==> src/rtl/score_keeper_if.sv <==
`default_nettype none
// ============================================================================
// Module   : score_keeper_if
// Brief    : Controller / renderer side signals of the score engine.
// Revision : 1.0
// ============================================================================
interface score_keeper_if;
   logic        game_start;
   logic        game_over;
   logic        game_tick;
   logic [2:0]  i_digit_sel;
   logic [3:0]  o_digit;
   logic [15:0] o_score_bcd;
   logic [15:0] o_hiscore_bcd;
   logic        o_new_hiscore;
   logic        o_milestone;
   logic        o_running;

   modport master (
      output game_start, game_over, game_tick, i_digit_sel,
      input  o_digit, o_score_bcd, o_hiscore_bcd, o_new_hiscore, o_milestone, o_running
   );

   modport slave (
      input  game_start, game_over, game_tick, i_digit_sel,
      output o_digit, o_score_bcd, o_hiscore_bcd, o_new_hiscore, o_milestone, o_running
   );
endinterface
`default_nettype wire

==> src/rtl/score_keeper.sv <==
`default_nettype none
// ============================================================================
// Module   : score_keeper
// Brief    : Tick-paced BCD score counter with session high score and digit server.
// Revision : 1.0
// ============================================================================
module score_keeper #(
   parameter int TICKS_PER_POINT = 6
) (
   input  logic           clk,
   input  logic           rst_n,
   score_keeper_if.slave  bus
);

   localparam logic [1:0]  ST_IDLE          = 2'd0;
   localparam logic [1:0]  ST_RUNNING       = 2'd1;
   localparam logic [1:0]  ST_OVER          = 2'd2;
   localparam logic [7:0]  C_PRESCALE_LAST  = 8'(TICKS_PER_POINT - 1);
   localparam logic [15:0] C_SCORE_MAX      = 16'h9999;

   logic [1:0]  state_q, state_d;
   logic [7:0]  prescaler_q, prescaler_d;
   logic [15:0] score_q, score_d;
   logic [15:0] hiscore_q, hiscore_d;
   logic        new_hiscore_q, new_hiscore_d;
   logic        milestone_q, milestone_d;
   logic        running_q, running_d;
   logic [3:0]  digit_q, digit_d;

   logic        start_ok;
   logic        over_ok;
   logic        tick_ok;
   logic        point_ok;
   logic [15:0] score_inc;

   function automatic logic [15:0] bcd_inc(input logic [15:0] v);
      logic [15:0] r;
      logic        carry;
      r     = v;
      carry = 1'b1;
      for (int i = 0; i < 4; i++) begin
         if (carry) begin
            if (v[4*i +: 4] == 4'd9) begin
               r[4*i +: 4] = 4'd0;
            end else begin
               r[4*i +: 4] = v[4*i +: 4] + 4'd1;
               carry       = 1'b0;
            end
         end
      end
      return r;
   endfunction

   // game_over takes priority over a coincident tick, so a tick only counts without it
   assign start_ok  = bus.game_start && (state_q != ST_RUNNING);
   assign over_ok   = bus.game_over  && (state_q == ST_RUNNING);
   assign tick_ok   = bus.game_tick  && (state_q == ST_RUNNING) && !bus.game_over;
   assign point_ok  = tick_ok && (prescaler_q == C_PRESCALE_LAST);
   assign score_inc = bcd_inc(score_q);

   always_ff @(posedge clk or negedge rst_n) begin
      if (!rst_n) begin
         state_q <= ST_IDLE;
      end else begin
         state_q <= state_d;
      end
   end

   always_comb begin
      state_d = state_q;
      case (state_q)
         ST_IDLE:    if (bus.game_start) state_d = ST_RUNNING;
         ST_RUNNING: if (bus.game_over)  state_d = ST_OVER;
         ST_OVER:    if (bus.game_start) state_d = ST_RUNNING;
         default:                        state_d = ST_IDLE;
      endcase
   end

   always_comb begin
      running_d = (state_d == ST_RUNNING);
   end

   always_comb begin
      prescaler_d   = prescaler_q;
      score_d       = score_q;
      hiscore_d     = hiscore_q;
      new_hiscore_d = new_hiscore_q;
      milestone_d   = 1'b0;
      if (start_ok) begin
         prescaler_d   = 8'd0;
         score_d       = 16'h0000;
         new_hiscore_d = 1'b0;
      end else if (over_ok) begin
         // packed BCD orders the same as plain binary
         if (score_q > hiscore_q) begin
            hiscore_d     = score_q;
            new_hiscore_d = 1'b1;
         end
      end else if (tick_ok) begin
         if (point_ok) begin
            prescaler_d = 8'd0;
            if (score_q != C_SCORE_MAX) begin
               score_d     = score_inc;
               milestone_d = (score_inc[7:0] == 8'h00);
            end
         end else begin
            prescaler_d = prescaler_q + 8'd1;
         end
      end
   end

   always_comb begin
      if (bus.i_digit_sel[2]) begin
         digit_d = hiscore_q[{bus.i_digit_sel[1:0], 2'b00} +: 4];
      end else begin
         digit_d = score_q[{bus.i_digit_sel[1:0], 2'b00} +: 4];
      end
   end

   always_ff @(posedge clk or negedge rst_n) begin
      if (!rst_n) begin
         prescaler_q   <= 8'd0;
         score_q       <= 16'h0000;
         hiscore_q     <= 16'h0000;
         new_hiscore_q <= 1'b0;
         milestone_q   <= 1'b0;
         running_q     <= 1'b0;
         digit_q       <= 4'd0;
      end else begin
         prescaler_q   <= prescaler_d;
         score_q       <= score_d;
         hiscore_q     <= hiscore_d;
         new_hiscore_q <= new_hiscore_d;
         milestone_q   <= milestone_d;
         running_q     <= running_d;
         digit_q       <= digit_d;
      end
   end

   assign bus.o_digit       = digit_q;
   assign bus.o_score_bcd   = score_q;
   assign bus.o_hiscore_bcd = hiscore_q;
   assign bus.o_new_hiscore = new_hiscore_q;
   assign bus.o_milestone   = milestone_q;
   assign bus.o_running     = running_q;

endmodule
`default_nettype wire

==> src/flat_wrapper.sv <==
// flat-port wrapper written by rule: the top's interface ports become plain ports
module score_keeper_flat 
#(
   parameter int TICKS_PER_POINT = 6
)
  (clk, rst_n, bus_game_start, bus_game_over, bus_game_tick, bus_i_digit_sel, bus_o_digit, bus_o_score_bcd, bus_o_hiscore_bcd, bus_o_new_hiscore, bus_o_milestone, bus_o_running);
  score_keeper_if bus_i ();
  input  logic clk;
  input  logic rst_n;
  input wire logic [$bits(bus_i.game_start)-1:0] bus_game_start;
  input wire logic [$bits(bus_i.game_over)-1:0] bus_game_over;
  input wire logic [$bits(bus_i.game_tick)-1:0] bus_game_tick;
  input wire logic [$bits(bus_i.i_digit_sel)-1:0] bus_i_digit_sel;
  output wire logic [$bits(bus_i.o_digit)-1:0] bus_o_digit;
  output wire logic [$bits(bus_i.o_score_bcd)-1:0] bus_o_score_bcd;
  output wire logic [$bits(bus_i.o_hiscore_bcd)-1:0] bus_o_hiscore_bcd;
  output wire logic [$bits(bus_i.o_new_hiscore)-1:0] bus_o_new_hiscore;
  output wire logic [$bits(bus_i.o_milestone)-1:0] bus_o_milestone;
  output wire logic [$bits(bus_i.o_running)-1:0] bus_o_running;
  assign bus_i.game_start = bus_game_start;
  assign bus_i.game_over = bus_game_over;
  assign bus_i.game_tick = bus_game_tick;
  assign bus_i.i_digit_sel = bus_i_digit_sel;
  assign bus_o_digit = bus_i.o_digit;
  assign bus_o_score_bcd = bus_i.o_score_bcd;
  assign bus_o_hiscore_bcd = bus_i.o_hiscore_bcd;
  assign bus_o_new_hiscore = bus_i.o_new_hiscore;
  assign bus_o_milestone = bus_i.o_milestone;
  assign bus_o_running = bus_i.o_running;
  score_keeper #(.TICKS_PER_POINT(TICKS_PER_POINT)) u_core (.clk(clk), .rst_n(rst_n), .bus(bus_i));
endmodule
==> config.mk <==
export PLATFORM = sky130hd
export DESIGN_NAME = score_keeper_flat
export DESIGN_NICKNAME = d
export VERILOG_FILES = /design/src/rtl/score_keeper_if.sv /design/src/rtl/score_keeper.sv /design/src/flat_wrapper.sv
export SDC_FILE = /design/constraint.sdc
export NUM_CORES = 1
export LEC_CHECK = 0
export ABC_AREA = 1
export CAP_MARGIN = 15
export CORE_UTILIZATION = 26
export CTS_CLUSTER_SIZE = 25
export DETAILED_ROUTE_END_ITERATION = 10
export PLACE_DENSITY_LB_ADDON = 0.08
export SLEW_MARGIN = 40
export SYNTH_ARGS = -nofsm -noshare
export SYNTH_HDL_FRONTEND = slang
export SYNTH_SLANG_ARGS = --single-unit
==> constraint.sdc <==
create_clock -name clk -period 1.8 [get_ports clk]
set_input_delay 0.36 -clock clk [delete_from_list [all_inputs] [get_ports clk]]
set_output_delay 0.36 -clock clk [all_outputs]
set_load 0.02 [all_outputs]
==> out/metrics.yaml, run 1 <==
timing:
  rsz0062_at_grt: "true"
  finalSetupTns_ns: 0
  period_needed_ns: 1.76
  worstMarginPinSlew_ns: 0.421
  setup_violations: 0
  hold_viol_final: 2
  slew_headroom: 0.719
  fmax_mhz: 567
  fin_skew_ns: 0.00397
  slew_violations: 0
  whs_ns: -0.00140
  period_share: 0.979
critical_path:
  cpPeakStageDelay_ns: 0.60
  regToRegEndpoint: "u_core.bus.o_hiscore_bcd[5]$_DFFE_PN0P_"
  crit_arrival_ns: 1.40
  path_buf_inv: 2
  end_kind: "output pin"
  timing.rr.start: "u_core.bus.o_score_bcd[3]$_DFFE_PN0P_"
  worstPathCellList: "buf_4, clkdlybuf4s50_1"
  crit_path_max_fanout: 4
  crit_required_ns: 1.44
  startpoint_type: "register"
  critPathKind: "reg2out"
  reg2reg_slack_ns: 0.12
  critPathSlowestCell: "clkdlybuf4s50_1"
  crit_family: "buffers and inverters"
  worstRegToRegCells: 13
  crit_start: "u_core.bus.o_score_bcd[11]$_DFFE_PN0P_"
placed_design:
  dp_hpwl_mm: 7.11
  io_buffer_count: 46
  gp_congestion: 0.846
clock_tree:
  tritoncts: "built"
  h-tree-depth: 2
  clk_latency_ns: 0.29
  cts.sinks: 49
  numCtsBuffers: 5
  cts_max_path_buffers: 2
  clkTransAtPathRegs_ns: 0.07
  cts_root_buf: "clkbuf_16"
synth:
  synth_most_common_cell: "nand2_1"
  synth_area_per_cell_um2: 7.48
  synth.distinct_cells: 29
  yosys-top-cells-count: "nand2_1, dfrtp_1, inv_1, nand3_1, nor2_1"
  synth.top_cell.area_share: 0.402
  ys_seq_area_frac: 0.402
  yosys_warnings: 0
  syn_inst: 408
  synth-edff-count: 0
  syn_area_um2: 3050
  syn_nets: 438
  yosys-top-cells-area: "dfrtp_1, nand2_1, ha_1"
  async_reset_ff_frac: 1.00
  yosys.area.top_type: "dfrtp_1"
  ys.flop_type: "dfrtp_1"
  synth-seq-cells: 49
route:
  route.vias.total: 2977
  ant_nets: 0
  firstDrtPassIters: 5
  routedWlPerCell_um: 14.2
  drc: 0
  wl_mm: 9.19
  viasPerCell: 4.59
  drtIter0Drc: 96
pwr:
  ir_worst_vdd_mv: 0.640
  clock_power_share: 0.186
  power_switching_w: 0.00220
  seq_power_share: 0.289
  share_comb_of_total_power: 0.525
  powerDensity_nw_per_um2: 1220
  switching_share: 0.421
  power_leakage_nw: 2.12
  p_int_w: 0.00302
  fin_total_pwr_w: 0.00522
cells_and_area:
  num_antenna_cells: 0
  drive_above_1_share: 0.198
  layout.nets: 536
  n_fill_cell: 1211
  multi_input_area_um2: 1650
  register_area_um2: 1250
  syn2layout_area_growth_pct: 40.6
run:
  drv_cap: 0
floorplanning:
  die_h_um: 110
  core_um2: 11400
  io_pins: 47
  start_util: 0.267
  die_w_um: 110
  die_area_um2: 12200
  fp-row-count: 39
status:
  status: "finished, violations left"
  violations: "hold timing"
worst_hold_path:
  hold_path_class: "in2async"
grt:
  antenna_found_initial: 0
  first_global_vias: 2867
  grt_max_degree: 35
  grt_overflow: 0
  track_usage: 0.164
  grt_first_pass_wirelength_mm: 14.9
[what timing repair did]
item,4_1_cts,5_1_grt
buffers inserted,0,2
gates cloned,0,0
hold buffers,0,0
setup endpoints to repair,6,34
gates resized for setup,7,19
pin swaps,0,5
endpoints found under the hold margin,0,0
[power by group through the flow]
stage,sequential (W),combinational (W),clock [W]
6_report,0.00151,0.00274,0.000971
4_1_cts,0.00151,0.00269,0.00101
5_1_grt,0.00155,0.00310,0.00105
2_1_floorplan,0.00182,0.00112,0
3_3_place_gp,0.00153,0.00268,0
3_5_place_dp,0.00153,0.00270,0
[how the worst max path moves through the flow]
stage | to | cells after the start | slack [ns]
floorplan | u_core.bus.o_hiscore_bcd[12]$_DFFE_PN0P_ | 12 | 0.0007
global placement | u_core.bus.o_score_bcd[9]$_DFFE_PN0P_ | 10 | -0.08
detailed placement | u_core.bus.o_score_bcd[11]$_DFFE_PN0P_ | 10 | -0.13
CTS | bus_o_score_bcd[13] | 2 | 0.004
global route | u_core.bus.o_hiscore_bcd[11]$_DFFE_PN0P_ | 14 | -0.02
finish | bus_o_score_bcd[11] | 2 | 0.04
[layout make-up]
class	instances	share of cell area
clock buffer	7	0.0332
inverter	48	0.0420
sequential	49	0.292
multi-input combinational	303	0.383
timing repair buffer	99	0.208
tap	143	0.0417
[placed cells by master (no fill, tap or decap), types with 5 or more instances in the layout]
cell / count
nand2_1: 98
buf_4: 49
inv_1: 45
nand3_1: 44
o21ai_0: 34
clkdlybuf4s50_1: 33
nor2_1: 32
dfrtp_1: 29
a21oi_1: 27
ha_1: 22
dfrtp_2: 20
nor2_2: 6
dlygate4sd2_1: 6
a31oi_1: 5
nor3_1: 5
o22ai_1: 5
clkbuf_16: 5
dlymetal6s2s_1: 5
[metal layers]
| metal | vias to the layer above | track usage | routed length [µm] |
|---|---|---|---|
| met5 | - | 0 | 0 |
| met4 | 0 | 0.0254 | 39 |
| met3 | 2 | 0.0317 | 339 |
| met2 | 50 | 0.275 | 4290 |
| met1 | 1377 | 0.221 | 4520 |
| li1 | 1548 | - | - |
[metrics by stage]
step	setup WS, ns	util	instance area (µm²)	cells
after floorplan	0.000746	-	3080	408
after global placement	-0.0825	0.357	4080	640
after detailed placement	-0.134	0.357	4080	640
after CTS	0.00436	0.369	4220	647
after global routing	-0.0236	0.376	4290	649
final	0.0378	0.376	4290	649
[kinds of logic after synthesis]
kind of cell	count (synthesis)	synth area share
buffers and inverters	56	0.0722
adders and majority gates	22	0.0902
and+or+nand+nor	199	0.287
DFF	49	0.402
xor gates and xnor gates	5	0.0144
AOI/OAI and AO/OA	77	0.135
[registers in the layout, indices dropped and copies added (netlist names)]
name,count
u_core.bus.o_running,1
u_core.state_q,2
u_core.bus.o_hiscore_bcd,16
u_core.bus.o_milestone,1
u_core.bus.o_score_bcd,16
u_core.bus.o_new_hiscore,1
u_core.prescaler_q,8
u_core.bus.o_digit,4
No activity file was read; power rests on OpenSTA's default activity.
==> run 2, diff against run 1 <==
Settings changed: CORE_UTILIZATION 26 to 49, SKIP_CTS_REPAIR_TIMING set to 1.
Clock period 1.8 ns to 1.6 ns, I/O delays scaled along.
==> out/metrics.yaml, run 2 (synthesis results as in run 1) <==
status:
  status: "finished, violations left"  # unchanged
  violations: "setup timing"  # was hold timing
route:
  firstDrtPassIters: 5  # unchanged
  route.vias.total: 3583  # was 2977
  ant_nets: 0  # unchanged
  wl_mm: 11.5  # was 9.19 mm
  drc: 0  # unchanged
  routedWlPerCell_um: 18.7  # was 14.2 µm
  drtIter0Drc: 203  # was 96
  viasPerCell: 5.84  # was 4.59
floorplanning:
  core_um2: 5960  # was 11400 µm²
  fp-row-count: 28  # was 39
  die_area_um2: 6540  # was 12200 µm²
  die_w_um: 80.9  # was 110 µm
  io_pins: 47  # unchanged
  start_util: 0.512  # was 0.267
  die_h_um: 80.9  # was 110 µm
grt:
  antenna_found_initial: 0  # unchanged
  grt_overflow: 0  # unchanged
  grt_max_degree: 21  # was 35
  first_global_vias: 3086  # was 2867
  grt_first_pass_wirelength_mm: 14.3  # was 14.9 mm
  track_usage: 0.290  # was 0.164
pwr:
  ir_worst_vdd_mv: 1.18  # was 0.640 mV
  power_leakage_nw: 2.82  # was 2.12 nW
  powerDensity_nw_per_um2: 1500  # was 1220 nW/µm²
timing:
  hold_viol_final: 0  # was 2
  period_share: 1.19
  setup_violations: 31  # was 0
  slew_headroom: 0.708  # was 0.719
  slew_violations: 0  # unchanged
  rsz0062_at_grt: "true"  # unchanged
  worstMarginPinSlew_ns: 0.434  # was 0.421 ns
  fmax_mhz: 524
  setup_slack_ns: -0.310  # was 0.0378 ns
  period_needed_ns: 1.91
  fin_skew_ns: 0.0125  # was 0.00397 ns
critical_path:
  critPathKind: "reg2reg"  # was reg2out
  crit_required_ns: 1.85  # was 1.44 ns
  crit_arrival_ns: 2.16  # was 1.40 ns
  crit_path_max_fanout: 8  # was 4
  startpoint_type: "register"  # unchanged
  reg2reg_slack_ns: -0.31  # was 0.12 ns
  end_kind: "register"  # was output pin
cells_and_area:
  final_core_util: 0.859  # was 0.376
  n_fill_cell: 308  # was 1211
  syn2layout_area_growth_pct: 67.8  # was 40.6%
  num_antenna_cells: 0  # unchanged
  mostFrequentLayoutCells: "nand2_1, buf_4, dlymetal6s2s_1, dfrtp_2, inv_1"  # was nand2_1, buf_4, inv_1, nand3_1, o21ai_0
  final_common_cell: "nand2_1"  # unchanged
  drive_above_1_share: 0.427  # was 0.198
  layout.nets: 568  # was 536
clock_tree:
  cts.sinks: 49  # unchanged
  tritoncts: "built"  # unchanged
  clkTransAtPathRegs_ns: 0.10  # was 0.07 ns
  cts_root_buf: "clkbuf_8"  # was clkbuf_16
  h-tree-depth: 2  # unchanged
  clk_latency_ns: 0.32  # was 0.29 ns
  cts_max_path_buffers: 2  # unchanged
  numCtsBuffers: 5  # unchanged
placed_design:
  dp_hpwl_mm: 6.87  # was 7.11 mm
  post-place-ws_ns: -0.257  # was -0.134 ns
  io_buffer_count: 46  # unchanged
  gp_congestion: 0.875  # was 0.846
run:
  drv_cap: 0  # unchanged
worst_hold_path:
  hold_path_class: "in2async"  # unchanged
## run 2: cell count changes in the layout (fill, tap and decap cells not counted), sizes merged
cell,change
dlymetal6s2s,+31
buf,+27
clkdlybuf4s50,-25
dlygate4sd2,-6
clkbuf,+2
nand2,+2
clkinvlp,+1
dlygate4sd3,+1
## run 2: cell type report
| class | count | area, µm² | share of cell area |
|---|---|---|---|
| clock buffers | 7 | 86.3 | 0.0169 |
| clock inverters | 1 | 7.51 | 0.00147 |
| inverters | 48 | 185 | 0.0362 |
| multi-input cells | 305 | 2190 | 0.427 |
| flip-flops and latches | 49 | 1260 | 0.247 |
| well taps | 75 | 93.8 | 0.0183 |
| repair buffers | 129 | 1290 | 0.253 |
## run 2: final timing paths
| path | start | endpoint | cells past startpoint |
|---|---|---|---|
| min in group clk | u_core.bus.o_hiscore_bcd[10]$_DFFE_PN0P_ | u_core.bus.o_hiscore_bcd[10]$_DFFE_PN0P_ | 2 |
| max | u_core.bus.o_score_bcd[5]$_DFFE_PN0P_ | u_core.bus.o_hiscore_bcd[12]$_DFFE_PN0P_ | 10 |
| max in group asynchronous | rst_n | u_core.bus.o_hiscore_bcd[13]$_DFFE_PN0P_ | 3 |
| min reg2reg | u_core.bus.o_hiscore_bcd[10]$_DFFE_PN0P_ | u_core.bus.o_hiscore_bcd[10]$_DFFE_PN0P_ | 2 |
| min | rst_n | u_core.bus.o_digit[2]$_DFF_PN0_ | 2 |
| max reg2reg | u_core.bus.o_score_bcd[5]$_DFFE_PN0P_ | u_core.bus.o_hiscore_bcd[12]$_DFFE_PN0P_ | 10 |
## run 2: critical path: stages, from the launching register on
cell,delay [ns]
dfrtp_2,0.44
ha_4,0.29
nand2_2,0.07
nor2_4,0.10
nand4_1,0.21
nor2_4,0.19
nor2_4,0.07
buf_4,0.16
nand2_4,0.14
nand2_1,0.09
nand2_1,0.08
## run 2: routing by layer
layer / track usage / part of all wire / routed length (µm)
met4: 0.111 / 0.041 / 471
met1: 0.361 / 0.39 / 4480
met3: 0.0506 / 0.071 / 809
met2: 0.499 / 0.50 / 5710
met5: 0 / 0 / 0
## run 2: power breakdown
| group | total, W | switching [W] | leakage, nW | internal, W |
|---|---|---|---|---|
| combinational | 0.00506 | 0.00287 | 2.16 | 0.00220 |
| sequential | 0.00178 | 0.000262 | 0.612 | 0.00152 |
| clock | 0.000811 | 0.000459 | 0.0445 | 0.000353 |
| total | 0.00765 | 0.00359 | 2.82 | 0.00407 |
## run 2: through the flow
stage | power, W | instances | cell area [µm²] | setup TNS, ns | hold WS, ns
after CTS | 0.00589 | 597 | 4430 | -8.86 | -0.0611
final | 0.00765 | 614 | 5120 | -5.17 | 0.463
after global placement | 0.00497 | 589 | 4340 | -5.33 | 0.271
after floorplan | 0.00359 | 408 | 3290 | -0.916 | 0.0244
after global routing | 0.00800 | 614 | 5120 | -7.35 | 0.512
after detailed placement | 0.00509 | 589 | 4340 | -6.74 | 0.279
